<file path="src/rtl/pc_gen.sv">
// pc_gen: IF-stage program-counter generator.
// Picks the next fetch address from N prioritised redirect sources, a
// redirect captured during a stall, or the branch prediction. It holds the
// PC while either cache stalls and drives the I-cache request.
// Optional build macro PC_PERF_CNT_EN adds saturating stall and redirect
// counters (stall_cnt_o, redir_cnt_o).
//
//   state  | meaning
//   BOOT   | out of reset, waiting for the first advance to fetch RESET_VEC
//   RUN    | fetching; PC follows the selected target every advance
//   HOLD   | stalled, no redirect captured
//   HOLD_R | stalled with a captured redirect waiting to be applied
module pc_gen #(
    parameter int                ADDR_W      = 32,
    parameter logic [ADDR_W-1:0] RESET_VEC   = ADDR_W'(32'h1000_0000),
    parameter int                INSTR_BYTES = 4,
    parameter int                REDIR_N     = 3
) (
    input  logic                        clk,
    input  logic                        rst,
    input  logic [ADDR_W-1:0]           pred_pc_i,
    input  logic [REDIR_N-1:0]          redir_valid_i,
    input  logic [REDIR_N*ADDR_W-1:0]   redir_pc_i,
    input  logic                        istall,
    input  logic                        dstall,
    input  logic                        fetch_ready_i,
    output logic [ADDR_W-1:0]           pc_o,
    output logic                        fetch_req_o,
    output logic                        flush_o,
`ifdef PC_PERF_CNT_EN
    output logic [31:0]                 stall_cnt_o,
    output logic [31:0]                 redir_cnt_o,
`endif
    output logic                        pend_o
);

    // Index width must also encode REDIR_N, used as "no pending source".
    localparam int                IDX_W      = $clog2(REDIR_N + 1);
    localparam logic [IDX_W-1:0]  IDX_NONE   = IDX_W'(REDIR_N);
    localparam logic [ADDR_W-1:0] ALIGN_MASK = ~(ADDR_W'(INSTR_BYTES) - ADDR_W'(1));
    localparam logic [ADDR_W-1:0] PC_RST     = RESET_VEC - ADDR_W'(INSTR_BYTES);

    typedef enum logic [1:0] {BOOT, RUN, HOLD, HOLD_R} state_t;

    state_t             state_q, state_d;
    logic [ADDR_W-1:0]  pc_q, pc_d;
    logic               fetch_req_q, fetch_req_d;
    logic               flush_q, flush_d;
    logic               pend_q, pend_d;
    logic [ADDR_W-1:0]  pend_pc_q, pend_pc_d;
    logic [IDX_W-1:0]   pend_idx_q, pend_idx_d;

    logic               advance;
    logic               any_redir;
    logic [IDX_W-1:0]   sel_idx;
    logic [ADDR_W-1:0]  sel_pc;
    logic [ADDR_W-1:0]  target;

    assign advance   = !istall && !dstall && fetch_ready_i;
    assign any_redir = |redir_valid_i;

    // Priority encode: lowest-index valid redirect source wins.
    always_comb begin
        sel_idx = IDX_NONE;
        sel_pc  = '0;
        for (int k = REDIR_N - 1; k >= 0; k--) begin
            if (redir_valid_i[k]) begin
                sel_idx = IDX_W'(k);
                sel_pc  = redir_pc_i[k*ADDR_W +: ADDR_W];
            end
        end
    end

    // Target order: live redirect, then captured redirect, then prediction.
    always_comb begin
        if (any_redir)   target = sel_pc;
        else if (pend_q) target = pend_pc_q;
        else             target = pred_pc_i;
    end

    // Next-state and registered-output logic.
    always_comb begin
        state_d     = state_q;
        pc_d        = pc_q;
        fetch_req_d = 1'b0;
        flush_d     = 1'b0;
        pend_d      = pend_q;
        pend_pc_d   = pend_pc_q;
        pend_idx_d  = pend_idx_q;
        case (state_q)
            BOOT: begin
                if (advance) begin
                    pc_d        = RESET_VEC;
                    fetch_req_d = 1'b1;
                    state_d     = RUN;
                end
            end
            RUN, HOLD: begin
                if (advance) begin
                    pc_d        = target & ALIGN_MASK;
                    fetch_req_d = 1'b1;
                    flush_d     = any_redir;
                    state_d     = RUN;
                end else if (any_redir) begin
                    pend_d     = 1'b1;
                    pend_pc_d  = sel_pc;
                    pend_idx_d = sel_idx;
                    flush_d    = 1'b1;
                    state_d    = HOLD_R;
                end else begin
                    state_d = HOLD;
                end
            end
            HOLD_R: begin
                if (advance) begin
                    pc_d        = target & ALIGN_MASK;
                    fetch_req_d = 1'b1;
                    flush_d     = any_redir;
                    pend_d      = 1'b0;
                    pend_idx_d  = IDX_NONE;
                    state_d     = RUN;
                end else if (any_redir && (sel_idx <= pend_idx_q)) begin
                    // Equal-or-higher priority replaces the captured one;
                    // lower priority is dropped silently (no flush).
                    pend_pc_d  = sel_pc;
                    pend_idx_d = sel_idx;
                    flush_d    = 1'b1;
                end
            end
            default: state_d = BOOT;
        endcase
    end

    // State and output registers with synchronous reset.
    always_ff @(posedge clk) begin
        if (rst) begin
            state_q     <= BOOT;
            pc_q        <= PC_RST;
            fetch_req_q <= 1'b0;
            flush_q     <= 1'b0;
            pend_q      <= 1'b0;
            pend_pc_q   <= '0;
            pend_idx_q  <= IDX_NONE;
        end else begin
            state_q     <= state_d;
            pc_q        <= pc_d;
            fetch_req_q <= fetch_req_d;
            flush_q     <= flush_d;
            pend_q      <= pend_d;
            pend_pc_q   <= pend_pc_d;
            pend_idx_q  <= pend_idx_d;
        end
    end

    assign pc_o        = pc_q;
    assign fetch_req_o = fetch_req_q;
    assign flush_o     = flush_q;
    assign pend_o      = pend_q;

`ifdef PC_PERF_CNT_EN
    logic [31:0] stall_cnt_q, stall_cnt_d;
    logic [31:0] redir_cnt_q, redir_cnt_d;

    // Saturating counters: stalled post-boot cycles and flush pulses.
    always_comb begin
        stall_cnt_d = stall_cnt_q;
        redir_cnt_d = redir_cnt_q;
        if ((state_q != BOOT) && !advance && (stall_cnt_q != 32'hFFFF_FFFF))
            stall_cnt_d = stall_cnt_q + 32'd1;
        if (flush_q && (redir_cnt_q != 32'hFFFF_FFFF))
            redir_cnt_d = redir_cnt_q + 32'd1;
    end

    // Counter registers.
    always_ff @(posedge clk) begin
        if (rst) begin
            stall_cnt_q <= '0;
            redir_cnt_q <= '0;
        end else begin
            stall_cnt_q <= stall_cnt_d;
            redir_cnt_q <= redir_cnt_d;
        end
    end

    assign stall_cnt_o = stall_cnt_q;
    assign redir_cnt_o = redir_cnt_q;
`endif

endmodule

</file>
<file path="config.mk">
export PLATFORM = sky130hd
export DESIGN_NAME = pc_gen
export DESIGN_NICKNAME = d
export VERILOG_FILES = /design/src/rtl/pc_gen.sv
export SDC_FILE = /design/constraint.sdc
export NUM_CORES = 1
export LEC_CHECK = 0
export CAP_MARGIN = 5
export CORE_ASPECT_RATIO = 0.9
export CORE_MARGIN = 8
export CORE_UTILIZATION = 29
export CTS_CLUSTER_DIAMETER = 40
export DETAILED_ROUTE_END_ITERATION = 10
export GPL_TIMING_DRIVEN = 1
export PLACE_DENSITY = 0.58
export SLEW_MARGIN = 10
export SYNTH_ARGS = -nofsm -noshare
export SYNTH_HDL_FRONTEND = slang
export SYNTH_SLANG_ARGS = --single-unit
</file>
<file path="constraint.sdc">
create_clock -name clk -period 6.1 [get_ports clk]
set_input_delay 1.22 -clock clk [delete_from_list [all_inputs] [get_ports clk]]
set_output_delay 1.22 -clock clk [all_outputs]
set_load 0.02 [all_outputs]
</file>
Word-level counts from Yosys, hierarchy flattened
Cells that the tools add are included.
{ "totals": {"ff_bits": 71, "input_bits": 136, "output_inout_bits": 35, "word_cells": 72} }
{ "op_classes": {"n_lt_le_gt_ge": 1, "eq_ne": 12, "n_mux": 36, "reduce_logical": 16} }
{ "op_table": {"columns": ["op", "count"], "rows": [
  ["$mux W32", 11],
  ["$pmux W32 S2", 2],
  ["$mux W2", 8],
  ["$ne A2 B2 Y1 const B", 6],
  ["$mux W1", 11],
  ["$pmux W2 S2", 2],
  ["$reduce_and A4 Y1", 2],
  ["$reduce_or A3 Y1", 2],
  ["$reduce_and A5 Y1", 1],
  ["$eq A2 B2 Y1 const B", 2],
  ["$ne A2 B1 Y1 const B", 2],
  ["$pmux W1 S2", 2],
  ["$reduce_or A2 Y1", 2],
  ["$reduce_or A4 Y1", 1],
  ["$logic_and A1 B1 Y1", 3],
  ["$ne A3 B3 Y1 const B", 1],
  ["$eq A2 B1 Y1 const B", 1],
  ["$le A2 B2 Y1", 1],
  ["$logic_not A1 Y1", 2],
  ["$logic_not A2 Y1", 1],
  ["$reduce_and A2 Y1", 1],
  ["$reduce_bool A2 Y1", 1]
]} }

Logic depth before layout (Yosys ltp)
Gate-level depths: netlist of run 1.
{ "depth": {"word_depth": 8, "ltp_mapped": 10, "depth_no_buf": 7} }

Worst setup path after synthesis of run 1
Ideal clock, no wire load.
{ "synth_timing": {"path_kind": "input -> register", "startpoint": "in redir_valid_i[2]", "endpoint": "reg pend_idx_q[0]", "setup_time_ps": 115, "t_arrival_ps": 2894, "t_required_ps": 5985, "path_slack_ps": 3091, "stages": 9, "path_buffers": 2, "path_cell_list": "clkbuf_1 -> buf_2 -> inv_1 -> o21ai_0 -> ha_1 -> nand2_1 -> o21ai_0 -> a2111o_1 -> a31o_1"} }
{ "synth_between": {"elab_chain_cells": 7, "word_cells_on_any_way": 14, "classes_between": "order compare: 1; eq/ne: 2; mux: 8; reduce/logical: 3"} }
{ "synth_lines": {"columns": ["item", "line_no", "source"], "rows": [
  ["start: declaration", "22", "input logic [REDIR_N-1:0] redir_valid_i,"],
  ["$mux W1", "67", "if (redir_valid_i[k]) begin"],
  ["$mux W2 (2 in a row)", "67", null],
  ["$le A2 B2 Y1", "122", "end else if (any_redir && (sel_idx <= pend_idx_q)) begin"],
  ["$logic_and A1 B1 Y1", "122", null],
  ["$ne A3 B3 Y1 (no source line)", null, null],
  ["$reduce_and A4 Y1 (no source line)", null, null],
  ["end signal: assignment", "151", "pend_idx_q <= pend_idx_d;"],
  ["end: declaration", "51", "logic [IDX_W-1:0] pend_idx_q, pend_idx_d;"]
]} }
Parallel ways exist; a longest one is shown, timed or not. The select of a mux whose other input is x is not followed.
A chain may end at the register's enable or synchronous reset.

Final worst setup path of run 1
{ "layout_timing": {"startpoint": "in redir_valid_i[0]", "endpoint": "reg pend_pc_q[19]"} }
{ "layout_between": {"elab_chain_cells": 5, "word_cells_on_any_way": 13, "classes_between": "order compare: 1; eq/ne: 2; mux: 7; reduce/logical: 3"} }
{ "layout_lines": {"columns": ["item", "line_no", "source"], "rows": [
  ["$mux W2", "67", null],
  ["$le A2 B2 Y1", "122", null],
  ["$logic_and A1 B1 Y1", "122", null],
  ["$ne A2 B2 Y1 (no source line)", null, null],
  ["$reduce_and A5 Y1 (no source line)", null, null],
  ["end signal: assignment", "150", "pend_pc_q <= pend_pc_d;"],
  ["end: declaration", "50", "logic [ADDR_W-1:0] pend_pc_q, pend_pc_d;"]
]} }
Parallel ways exist; a longest one is shown, timed or not. The select of a mux whose other input is x is not followed.

==> flow_summary.ini, run 1 <==
[cells_and_area]
multiInputGateArea_sq_mm = 0.00237
fillers = 1352
seq_area_sq_mm = 0.00134
mostFrequentLayoutCells = clkdlybuf4s50_1 (158), dfxtp_1 (66), nand2_1 (61)
num-nets-final = 800
layout-drive-gt1-share_pct = 6.18
area_growth_syn_to_layout_pct = 47.8
layout_commonest_cell = clkdlybuf4s50_1

[timing]
rsz0062_at_grt = false
fin_tns_setup_ns = 0
fin_crit_ns = 3.77
period_share_pct = 61.8
hold_slack_ns = 0.460
tightest_slew_ns = 1.16
finalHoldViolations = 0
slew_headroom_pct = 23.0
maxSlewViolCount = 0
setup_violations = 0
fmax_mhz = 265
fin_worst_skew_ns = 0.00463

[placement]
dp_hpwl_um = 10500
port_buffers = 160
place_congestion = 0.748

[grt]
track_usage_pct = 16.7
grt_max_degree = 38
grt_pass1_vias = 4458
antenna_found_initial = 1
grt_pass1_wl_um = 23800
grt_overflow = 0

[worst_setup_path]
crit_path_max_fanout = 34
worstPathArrival_ns = 4.03
cp-start-kind = primary input
critPathKind = primary input to flop
cp-end-kind = flop
required_ns = 6.36

[synthesis]
seq_area_frac_synth_pct = 33.7
synth.distinct_cells = 36
synth_area_leaders = dfxtp_1 (34%), mux2i_1 (7.5%), a21oi_1 (6.5%)
synth_area_sq_mm = 0.00398
yosys_register_bits = 67
netlist.area_leader.share_pct = 33.7
syn_area_per_cell_sq_um = 7.49
yosys_warnings = 0
syn_inst = 531
synth_largest_area_cell = dfxtp_1

[clocking]
cts_tree = built
numCtsBuffers = 9
clkSlewWorstSetupHoldPaths_ns = 0.05
clock-sinks = 67
cts_resized = 0
hold_buffers = 0
clock_path_buffers = 2
cts_htree_levels = 3
clock_latency_ns = 0.32
cts_setup_buffers = 0
root_buffer = clkbuf_16

[die]
initial_core_util_pct = 29.8
ioPinCount = 171
dieHeight_um = 127
die_x_um = 139
num_rows = 40
fp.dieArea_sq_mm = 0.0177
core_sq_mm = 0.0134

[run_status]
outcome = complete, no violations

[detailed_routing]
avgViaCountPerCell = 5.15
drtIter0Drc = 245
finalWirelength_um = 15200
wl_per_cell_um = 18.3
drcViolationCount = 0
dr.pass1.iters = 4
vias = 4281
drt.antenna.violating_nets = 0

[power]
ir_drop_mv = 0.163
p_leak_nw = 2.12
powerDensity_mw_per_mm2 = 361
total_power_mw = 2.12

[job]
drv_cap = 0

[worst_hold_path]
hold_path_class = flop to flop
-- critical path, cell delays in order --
cell	delay [ns]
clkdlybuf4s50_1	0.45
buf_4	0.31
nor2_1	0.11
ha_1	0.32
nor2b_1	0.21
o211a_1	0.95
o21ai_1	0.24
a21oi_2	0.17
-- cell type report --
type / count / area share, %
well taps: 168 / 3.57
repair buffers: 169 / 28.2
flip-flops and latches: 67 / 22.8
clock buffers: 12 / 4.19
multi-input cells: 403 / 40.3
inverters: 9 / 0.574
clock inverters: 3 / 0.255
diodes: 1 / 0.0425
-- routing by layer --
layer	wire, um	part of all wire [%]	global-route usage, %	up-vias
met2	6900	45	28.0	161
li1	-	-	-	2112
met1	6890	45	19.9	1998
met5	0	0	0	-
met4	194	1.3	5.29	0
met3	1220	8.0	5.25	10
-- worst paths after layout --
kind	start	to	slack, ns	cells after the start
worst max register to register	state_q[0]	pend_idx_q[0]	3.55	7
worst max-delay path	redir_valid_i[0]	pend_pc_q[19]	2.33	8
worst min register to register	pc_o[11]	pc_o[11]	0.46	2
worst min-delay path	pc_o[11]	pc_o[11]	0.46	2
-- cells in the mapped netlist, drive strengths merged --
| master | n |
|---|---|
| a2111o | 1 |
| a2111oi | 2 |
| a211oi | 2 |
| a21oi | 62 |
| a31o | 1 |
| a31oi | 30 |
| buf | 21 |
| clkbuf | 32 |
| conb | 1 |
| dfxtp | 67 |
| ha | 5 |
| inv | 9 |
| mux2i | 30 |
| nand2 | 61 |
| nand3 | 31 |
| nand3b | 30 |
| nor2 | 35 |
| nor2b | 32 |
| nor3 | 5 |
| nor3b | 1 |
| nor4 | 1 |
| o211a | 1 |
| o211ai | 2 |
| o21ai | 65 |
| o31ai | 1 |
| or3 | 2 |
| or3b | 1 |
-- cell families (layout without fill, tap and decap cells) --
family | Yosys count | after routing | share of synthesized area (%)
buf+inv | 62 | 193 | 7.42
mux | 30 | 30 | 7.55
compound gates | 167 | 167 | 24.2
other cells | 1 | 3 | 0.0942
simple gates | 199 | 199 | 25.4
fa+ha+maj | 5 | 5 | 1.57
flops | 67 | 67 | 33.7
-- registers in the layout, summed over array words and instances (netlist names) --
signal and count:
fetch_req_o 1, flush_o 1, pc_o 30, pend_idx_q 2, pend_o 1, pend_pc_q 30
state_q 2
-- per-stage QoR --
stage | util, % | instance area, sq um | std cells | worst slack (ns)
2_1_floorplan | - | 3980 | 532 | 3.09
3_3_place_gp | 42.0 | 5610 | 816 | 2.07
3_5_place_dp | 42.0 | 5610 | 816 | 2.02
4_1_cts | 44.0 | 5870 | 831 | 2.35
5_1_grt | 44.0 | 5880 | 832 | 2.12
6_report | 44.0 | 5880 | 832 | 2.33
-- report_power, final --
| group | internal (mW) | switching (mW) | leakage, nW |
|---|---|---|---|
| clock network | 0.282 | 0.183 | 0.132 |
| registers | 0.587 | 0.120 | 0.554 |
| logic | 0.431 | 0.521 | 1.44 |
(Power assumes the default switching activity.)
==> run 2, diff against run 1 <==
==> constraint.sdc (replaced) <==
create_clock -name clk -period 3.5 [get_ports clk]
set_input_delay 0.7 -clock clk [delete_from_list [all_inputs] [get_ports clk]]
set_output_delay 0.7 -clock clk [all_outputs]
set_load 0.02 [all_outputs]
==> flow_summary.ini, run 2 (same netlist as run 1, synthesis figures left out) <==
[timing]
finalHoldViolations = 0
tightest_slew_ns = 0.979
fin_crit_ns = 2.65
period_share_pct = 75.8
setup_violations = 0
slew_headroom_pct = 34.4
maxSlewViolCount = 0
fmax_mhz = 377
fin_tns_setup_ns = 0
hold_slack_ns = 0.453
finalWorstSetupSlack_ns = 0.846
rsz0062_at_grt = false
fin_worst_skew_ns = 0.00573

[worst_hold_path]
hold_path_class = flop to flop

[detailed_routing]
met3_length_um = 1110
finalWirelength_um = 15200
drcViolationCount = 0
vias = 4395
route.met2.wl_um = 7060
drt-met1-wl_um = 6780
top_layer_used = met5
drtIter0Drc = 257
wl_per_cell_um = 18.1
drt.antenna.violating_nets = 0
dr.pass1.iters = 4
avgViaCountPerCell = 5.25

[cells_and_area]
area_growth_syn_to_layout_pct = 49.7
finalCoreUtilization_pct = 44.6
diodes = 0
num-nets-final = 805
layout-drive-gt1-share_pct = 7.17
fin_cells = 837
layout_commonest_cell = clkdlybuf4s50_1
final_area_sq_mm = 0.00596
mostFrequentLayoutCells = clkdlybuf4s50_1 (158), dfxtp_1 (66), nand2_1 (61)

[worst_setup_path]
path_cells = clkdlybuf4s50_1, inv_1, o21ai_0, ha_1, nand2_1, o211a_1, buf_4, nor3_1, o31ai_1
critical-path-top-delay-family = compound AO/OA/AOI/OAI gates
cp_slowest_cell = clkdlybuf4s50_1
cp-start-kind = primary input
cpPeakStageDelay_ns = 0.48
worstPathArrival_ns = 2.88
path_buf_inv = 3
critPathKind = primary input to flop
required_ns = 3.72
crit_path_max_fanout = 11
cp-end-kind = flop

[clocking]
clock_latency_ns = 0.32
cts_resized = 0
root_buffer = clkbuf_16
clkSlewWorstSetupHoldPaths_ns = 0.05
cts_htree_levels = 3
cts_tree = built
clock_path_buffers = 2
numCtsBuffers = 9
cts_setup_buffers = 0
clock-sinks = 67
hold_buffers = 0

[power]
powerDensity_mw_per_mm2 = 639
total_power_mw = 3.81
ir_drop_mv = 0.294
p_leak_nw = 2.16

[die]
fp.dieArea_sq_mm = 0.0177
ioPinCount = 171
die_x_um = 139
num_rows = 40
initial_core_util_pct = 29.8
core_sq_mm = 0.0134
dieHeight_um = 127

[placement]
post-place-ws_ns = 0.547
dp_hpwl_um = 11000
dp_cells = 821
port_buffers = 160
place_congestion = 0.767
placed_area_sq_mm = 0.00566

[grt]
grt_pass1_vias = 4525
track_usage_pct = 16.7
antenna_found_initial = 1
grt_max_degree = 44
grt_overflow = 0
grt_pass1_wl_um = 23700

[job]
drv_cap = 0

[run_status]
outcome = complete, no violations
==> run 2: cell types whose count changed in the layout (fill, tap and decap cells not counted) <==
cell,before,now
nor2_2,0,1
nor2_4,1,0
buf_12,0,1
buf_4,9,13
diode_2,1,0
clkinvlp_4,0,1
clkbuf_1,2,1
bufinv_16,0,1
==> run 2: worst paths after layout <==
check,from,endpoint,slack [ns],depth (start not counted)
max,redir_valid_i[2],pend_idx_q[1],0.85,9
min,pc_o[30],pc_o[30],0.45,2
min reg2reg,pc_o[30],pc_o[30],0.45,2
max reg2reg,state_q[0],pend_pc_q[20],1.32,7
==> run 2: worst register-to-register path, cell delays in order (launching register included) <==
cell and delay (ns):
dfxtp_1 0.35, inv_1 0.08, ha_1 0.41, inv_1 0.15, a211oi_4 0.62, buf_12 0.26
nand3_1 0.11, a21oi_2 0.14
==> run 2: report_power, final <==
part	total, mW	internal [mW]	switching, mW
sequential	1.16	1.02	0.133
clock	0.891	0.567	0.324
combinational	1.76	0.775	0.984
total	3.81	2.37	1.44
==> run 2: area by class of cell <==
type | count | area [sq um]
Multi-Input combinational cell | 403 | 2370
Timing Repair Buffer | 174 | 1710
Clock buffer | 11 | 243
Clock inverter | 5 | 52.6
Sequential cell | 67 | 1340
Fill cell | 1309 | 7400
Inverter | 9 | 33.8
Tap cell | 168 | 210
==> run 2: routing by layer <==
metal  global-route usage [%]  vias up
li1                         -     2127
met2                     28.2      173
met4                     4.96        2
met5                        0        -
met3                     5.92       16
met1                     19.5     2077
==> run 3, diff against run 2 <==
==> constraint.sdc (replaced) <==
create_clock -name clk -period 2.7 [get_ports clk]
set_input_delay 0.54 -clock clk [delete_from_list [all_inputs] [get_ports clk]]
set_output_delay 0.54 -clock clk [all_outputs]
set_load 0.02 [all_outputs]
==> flow_summary.ini, run 3 (same netlist as run 1, synthesis figures left out) <==
[run_status]
outcome = complete, no violations

[clocking]
clock-sinks = 67
numCtsBuffers = 9
clock_latency_ns = 0.33
clock_path_buffers = 2
cts_setup_buffers = 0
cts_resized = 0
cts_tree = built
cts_htree_levels = 3
clkSlewWorstSetupHoldPaths_ns = 0.05
root_buffer = clkbuf_16
hold_buffers = 0

[worst_setup_path]
critical-path-top-cell-by-count = o21ai_0
cp-start-kind = primary input
crit_path_max_fanout = 4
cp_slowest_cell = clkdlybuf4s50_1
cp-end-kind = flop
critPathKind = primary input to flop
worstPathArrival_ns = 2.61
cpPeakStageDelay_ns = 0.53
path_cells = clkdlybuf4s50_1, nor2_1, ha_1, nor2b_1, o21ai_0, o21ai_0, a2111oi_0, buf_4
required_ns = 2.97

[cells_and_area]
layout-drive-gt1-share_pct = 8.68
mostFrequentLayoutCells = clkdlybuf4s50_1 (158), dfxtp_1 (66), nand2_1 (61)
fillers = 1318
num-nets-final = 817
area_growth_syn_to_layout_pct = 52.6
layout_commonest_cell = clkdlybuf4s50_1
fin_cells = 849

[grt]
grt_pass1_vias = 4633
grt_pass1_wl_um = 24100
track_usage_pct = 16.9
grt_overflow = 0
grt_max_degree = 39
antenna_found_initial = 2

[detailed_routing]
drt.antenna.violating_nets = 0
drtIter0Drc = 331
vias = 4412
dr.pass1.iters = 6
avgViaCountPerCell = 5.20
finalWirelength_um = 15100
drcViolationCount = 0
wl_per_cell_um = 17.8

[placement]
place_congestion = 0.760
dp_hpwl_um = 11200
port_buffers = 160
dp_cells = 833

[die]
die_x_um = 139
core_sq_mm = 0.0134
initial_core_util_pct = 29.8
dieHeight_um = 127
num_rows = 40
ioPinCount = 171
fp.dieArea_sq_mm = 0.0177

[timing]
setup_violations = 0
finalHoldViolations = 0
rsz0062_at_grt = false
fin_crit_ns = 2.34
tightest_slew_ns = 0.751
period_share_pct = 86.7
slew_headroom_pct = 50.0
fmax_mhz = 427
maxSlewViolCount = 0
fin_tns_setup_ns = 0
fin_worst_skew_ns = 0.00635

[power]
p_leak_nw = 2.23
ir_drop_mv = 0.340
powerDensity_mw_per_mm2 = 822

[job]
drv_cap = 0

[worst_hold_path]
hold_path_class = flop to flop
run 3: cell types whose count changed in the layout (fill, tap and decap cells not counted), sizes merged:
cell,before,now
clkinvlp,1,0
buf,16,28
diode,0,1
clkbuf,11,13
clkinv,3,2
bufinv,1,0
run 3: metal layers:
layer | wire length [um] | up-vias | GRT usage [%]
li1 | - | 2147 | -
met1 | 6600 | 2054 | 19.6
met2 | 6890 | 186 | 27.9
met3 | 1290 | 23 | 5.62
met4 | 358 | 2 | 7.87
met5 | 13 | - | 0
run 3: path summary, 6_finish.rpt:
path	from	end	slack, ns	cells after the start
setup reg to reg	state_q[1]	pend_idx_q[0]	0.74	7
hold reg to reg	pc_o[29]	pc_o[29]	0.46	2
hold / removal	pc_o[29]	pc_o[29]	0.46	2
setup / recovery	redir_valid_i[0]	flush_o	0.36	8
run 3: final cells by class:
type                       count  area (sq um)  area share (%)
sequential                    67          1340            22.1
inverter                       9          33.8           0.556
multi-input combinational    403          2370            39.0
tap                          168           210            3.46
antenna                        1          2.50          0.0412
timing repair buffer         186          1840            30.2
clock inverter                 2          10.0           0.165
clock buffer                  13           270            4.45
run 3: metrics by stage:
stage | hold WS, ns | utilization [%] | power, mW | instance area (sq um) | setup slack [ns]
floorplan | 0.458 | - | 2.94 | 3980 | 0.371
global placement | 0.443 | 43.3 | 3.85 | 5790 | 0.0602
detailed placement | 0.449 | 43.3 | 3.91 | 5790 | 0.0909
CTS | 0.462 | 45.4 | 5.03 | 6070 | 0.408
global route | 0.486 | 45.4 | 5.31 | 6070 | 0.236
finish | 0.459 | 45.4 | 4.99 | 6070 | 0.360
run 3: power breakdown:
group,switching [mW],leakage (nW),internal (mW)
logic,1.30,1.54,1.10
clock network,0.413,0.141,0.688
registers,0.171,0.554,1.33
run 3: critical path, delay by kind of cell:
| kind | cells | cell delay, ns |
|---|---|---|
| buffers and inverters | 2 | 0.70 |
| AND/OR/NAND/NOR | 2 | 0.22 |
| AO/OA/AOI/OAI | 3 | 0.86 |
| adder cells (fa/ha/maj) | 1 | 0.29 |
